## config.mk

```make
export PLATFORM = sky130hd
export DESIGN_NAME = leds_pattern_fsm
export DESIGN_NICKNAME = d
export VERILOG_FILES = /design/src/rtl/leds_pattern_fsm_pkg.sv /design/src/rtl/leds_pattern_fsm.sv
export SDC_FILE = /design/constraint.sdc
export NUM_CORES = 1
export LEC_CHECK = 0
export ABC_AREA = 1
export BUFFER_PORTS_ARGS = -buffer_cell sky130_fd_sc_hd__clkbuf_2
export CAP_MARGIN = 20
export CORE_MARGIN = 3
export CORE_UTILIZATION = 54
export CTS_CLUSTER_DIAMETER = 100
export CTS_CLUSTER_SIZE = 24
export DETAILED_ROUTE_END_ITERATION = 10
export HOLD_SLACK_MARGIN = 0.15
export PLACE_DENSITY = 0.88
export SETUP_SLACK_MARGIN = 0.5
export SLEW_MARGIN = 40
export SYNTH_ARGS = -nofsm -noshare
export SYNTH_HDL_FRONTEND = slang
export SYNTH_SLANG_ARGS = --single-unit
```

## constraint.sdc

```tcl
create_clock -name clock -period 2.8 [get_ports clock]
set_input_delay 0.56 -clock clock [delete_from_list [all_inputs] [get_ports clock]]
set_output_delay 0.56 -clock clock [all_outputs]
set_load 0.02 [all_outputs]
```

## src/rtl/leds_pattern_fsm_pkg.sv

```systemverilog
// Shared LED pattern definitions: mode and direction encodings plus the
// per-mode initial pattern used on reset, mode change and recovery.
package leds_pattern_fsm_pkg;

  localparam int MAX_LEDS = 64;

  typedef enum logic [1:0] {
    MODE_ROT_L    = 2'b00,
    MODE_ROT_R    = 2'b01,
    MODE_PINGPONG = 2'b10,
    MODE_BLINK    = 2'b11
  } mode_t;

  typedef enum logic {
    DIR_LEFT  = 1'b0,
    DIR_RIGHT = 1'b1
  } dir_t;

  // Returned MAX_LEDS wide; callers size-cast down to their own LED count.
  function automatic logic [MAX_LEDS-1:0] init_pattern(input mode_t mode, input int nb_leds);
    logic [MAX_LEDS-1:0] p;
    p = '0;
    for (int i = 0; i < MAX_LEDS; i++) begin
      unique case (mode)
        MODE_ROT_R: p[i] = (i == nb_leds - 1);
        MODE_BLINK: p[i] = (i < nb_leds);
        default:    p[i] = (i == 0);
      endcase
    end
    return p;
  endfunction

endpackage

```

## src/rtl/leds_pattern_fsm.sv

```systemverilog
// LED pattern sequencer: each accepted tick advances or reloads a registered
// pattern in one of four modes; o_cycle pulses when a pattern period completes.
module leds_pattern_fsm
  import leds_pattern_fsm_pkg::*;
#(
  parameter int NB_LEDS = 4,
  parameter int NB_MODE = 2
) (
  input  logic               clock,
  input  logic               i_reset,
  input  logic               i_valid,
  input  logic               i_enable,
  input  logic [NB_MODE-1:0] i_mode,
  output logic [NB_LEDS-1:0] o_led,
  output logic               o_cycle
);

  logic [NB_LEDS-1:0] led, led_nxt, led_init;
  mode_t              mode, mode_nxt, mode_in;
  dir_t               dir, dir_nxt;
  logic               cycle, cycle_nxt;
  logic               tick;
  logic               pattern_ok;

  assign tick    = i_valid & i_enable;
  assign mode_in = mode_t'(i_mode);

  always_ff @(posedge clock or posedge i_reset) begin
    if (i_reset) begin
      led   <= NB_LEDS'(1);
      mode  <= MODE_ROT_L;
      dir   <= DIR_LEFT;
      cycle <= 1'b0;
    end else begin
      led   <= led_nxt;
      mode  <= mode_nxt;
      dir   <= dir_nxt;
      cycle <= cycle_nxt;
    end
  end

  always_comb begin
    led_nxt    = led;
    mode_nxt   = mode;
    dir_nxt    = dir;
    cycle_nxt  = 1'b0;
    led_init   = NB_LEDS'(init_pattern(mode_in, NB_LEDS));
    pattern_ok = (mode == MODE_BLINK) ? ((led == '0) || (led == '1)) : $onehot(led);

    if (tick) begin
      // A mode change and a corrupted pattern both restart from the mode's init pattern.
      if ((mode_in != mode) || !pattern_ok) begin
        mode_nxt = mode_in;
        led_nxt  = led_init;
        dir_nxt  = DIR_LEFT;
      end else begin
        unique case (mode)
          MODE_ROT_L: begin
            led_nxt   = {led[NB_LEDS-2:0], led[NB_LEDS-1]};
            cycle_nxt = (led_nxt == NB_LEDS'(1));
          end
          MODE_ROT_R: begin
            led_nxt   = {led[0], led[NB_LEDS-1:1]};
            cycle_nxt = (led_nxt == {1'b1, {(NB_LEDS-1){1'b0}}});
          end
          MODE_PINGPONG: begin
            if (dir == DIR_LEFT) begin
              led_nxt = led << 1;
              if (led_nxt[NB_LEDS-1]) dir_nxt = DIR_RIGHT;
            end else begin
              led_nxt = led >> 1;
              if (led_nxt[0]) begin
                dir_nxt   = DIR_LEFT;
                cycle_nxt = 1'b1;
              end
            end
          end
          MODE_BLINK: begin
            led_nxt   = ~led;
            cycle_nxt = (led_nxt == '1);
          end
        endcase
      end
    end
  end

  assign o_led   = led;
  assign o_cycle = cycle;

endmodule

```

==> metrics.csv <==
metric,value,unit
outcome,completed,
Die Wd,42.91,µm
Starting Density,0.6203,
Tcrit/Tclk final,0.8074,
drt via density,5.302,
Max stage delay on crit path,550,ps
crit path cell chain,inv_2 > fa_1 > inv_1 > ha_2 > ha_4 > inv_2 > nand3_2 > nand2_2 > nand3_4 > nor2_4 > and3_4,
Yosys reg bits,8,
Total Neg Setup Slack,0,ps
YS warnings,0,
"Avg Cell Area, Syn",7.007,µm²
final slew viol count,0,
Tightest Hold Check Type,in -> async,
Max Clock Freq,0.4423,GHz
row cnt,12,
Num CTS Buffers,3,
cell count after synthesis,105,
Clk pwr share,0.123,
Crit-path slowest cell,dfstp_2,
endpoints failing hold,0,
Slew @ Worst Pin,290.7,ps
Die ar.,1841,µm²
Routed Antenna Nets,0,
via count,737,
CP Data Arrival Time,2460,ps
kind of critical path,reg -> reg,
CP max FO,5,
Worst VDD drop,0.5411,mV
Die Span Y,42.91,µm
Synth top area share,0.2381,
vias in the first global route,641,
GRT Resource Usage Total,0.1920,
fin worst setup slack,539.3,ps
sequential fraction of design power,0.249,
most frequent cells in the layout,"28 x nand2_1, 15 x nand3_1, 11 x inv_1",
synthesized area,735.7,µm²
Core Box Area,1186,µm²
Clock Skew,1.628,ps
# IOs,11,
root buffer cell,clkbuf_4,
Int Pwr,0.4020,mW
sequential cell area,203.9,µm²
switching share of power,0.4912,
share of layout cells above drive strength 1,0.3840,
Slew HR,0.8060,
CTS H-tree lvls,1,
Synth cell types,20,
PwrDens,873.3,nW/µm²
area delta synth->final,22.96,%
most frequent CP cell,inv_2,
CTS tree,built,
TritonRoute pass-1 iters,4,
P_leak,0.4767,nW
dpl ws,461.2,ps
max cap viols,0,
clk slew on worst S/H paths,60,ps
Multi-input gate area,494.2,µm²
Yosys top cell by area,dfrtp_1,
Routed WL,1710,µm
GPL Wtd Cong,0.9216,
# fillers,86,
unrepaired setup endpoints after global routing,yes,
Synth area leaders,"dfrtp_1 24%, nand2_1 15%, nand3_1 11%",
syn nets,116,
Net Sw Power,0.3880,mW
"Setup violations, final",0,
largest net degree at the start of global routing,9,
Congestion Overflow GR,0,
endpoint type of the worst setup path,flip-flop,
CTS Buffer Depth,2,
DP HPWL,1212,µm
sequential area share after synthesis,0.2738,
clock sink count,8,
wire length per cell,12.30,µm
layout net count,137,
CP Launch Type,flip-flop,
Comb power frac,0.628,
worst-skew pair later-pin latency,260,ps
global-route wire length before repair,2656,µm
DRC,0,
"most common cell after layout, fill and taps aside",nand2_1,
antenna violations before repair,0,
I/O Buffers,10,
Tmin final,2261,ps
Worst Path Required,3000,ps
number of antenna diodes,0,
initial DRC count,43,
-- routing by layer --
layer  routed length [µm]  GRT usage  share of wire
met2                  856     0.3114           0.50
met5                    0          0              0
met1                  721     0.2390           0.42
met4                   27    0.07453          0.016
met3                  106    0.05085          0.062
-- power by group through the flow --
stage / combinational (mW) / clock [mW] / sequential [mW]
finish: 0.496 / 0.0970 / 0.197
global route: 0.557 / 0.108 / 0.203
CTS: 0.407 / 0.0991 / 0.202
detailed placement: 0.390 / 0 / 0.211
global placement: 0.380 / 0 / 0.208
floorplan: 0.293 / 0 / 0.220
-- stage by stage --
step                std cells  area (µm²)  hold slack [ps]    util  power (mW)
finish                    139       904.6            213.8  0.7627      0.7900
global route              139       904.6            213.9  0.7627      0.8680
CTS                       134       838.3            216.9  0.7068      0.7081
detailed placement        129       803.3            495.9  0.6772      0.6009
global placement          129       803.3            490.1  0.6772      0.5878
floorplan                 105       735.7            374.9       -      0.5131
-- Yosys cell counts --
| cell | n |
|---|---|
| ha_1 | 4 |
| inv_1 | 13 |
| nor2_1 | 8 |
| dfrtp_1 | 7 |
| inv_2 | 5 |
| o21ai_1 | 1 |
| and3_1 | 1 |
| o21ai_2 | 1 |
| fa_1 | 1 |
| nor3_2 | 1 |
| a31oi_1 | 1 |
| nor2_4 | 2 |
| o221ai_1 | 2 |
| o31ai_1 | 1 |
| nand3_4 | 2 |
| nand3_1 | 16 |
| nand2_2 | 8 |
| dfstp_2 | 1 |
| o2111ai_1 | 1 |
| nand2_1 | 29 |
-- what timing repair did --
| item | CTS | global route |
|---|---|---|
| hold buffers | 0 | 0 |
| gates resized for setup | 1 | 7 |
| setup buffers | 1 | 5 |
| endpoints found under the setup margin | 6 | 8 |
| pin swaps | 0 | 4 |
-- kinds of logic (layout without fill, tap and decap cells) --
group	after synthesis	after routing	synth area share
AND/OR/NAND/NOR	67	67	0.4660
adder cells (fa/ha/maj)	5	5	0.09524
flip-flops	8	8	0.2738
AO/OA/AOI/OAI	7	7	0.07314
buffers and inverters	18	38	0.09184
-- area by class of cell --
cell class                 instances  area share
inverter                          18     0.07469
tap                               14     0.01936
timing repair buffer              16      0.1051
clock buffer                       4     0.02905
sequential                         8      0.2254
multi-input combinational         79      0.5463
-- critical path: cells and delay by family (launching register included) --
family	cells	cell delay (ps)
AND/OR/NAND/NOR	5	600
flip-flops	1	550
adder cells (fa/ha/maj)	3	890
buffers and inverters	3	140
-- worst paths after layout --
path / end / start / cells past startpoint / slack, ps
setup / recovery: o_cycle / o_led[0] / 11 / 540
hold / removal: o_led[2] / i_reset / 2 / 210
setup reg to reg: o_cycle / o_led[0] / 11 / 540
hold reg to reg: mode[1] / mode[1] / 2 / 640
max in group asynchronous: o_led[0] / i_reset / 2 / 2310
min in group clock: mode[1] / i_mode[1] / 3 / 620
-- flip-flops by register name (all words and copies together) (netlist names) --
signal / count
dir: 1
mode: 2
o_cycle: 1
o_led: 4
(Power assumes the default switching activity.)
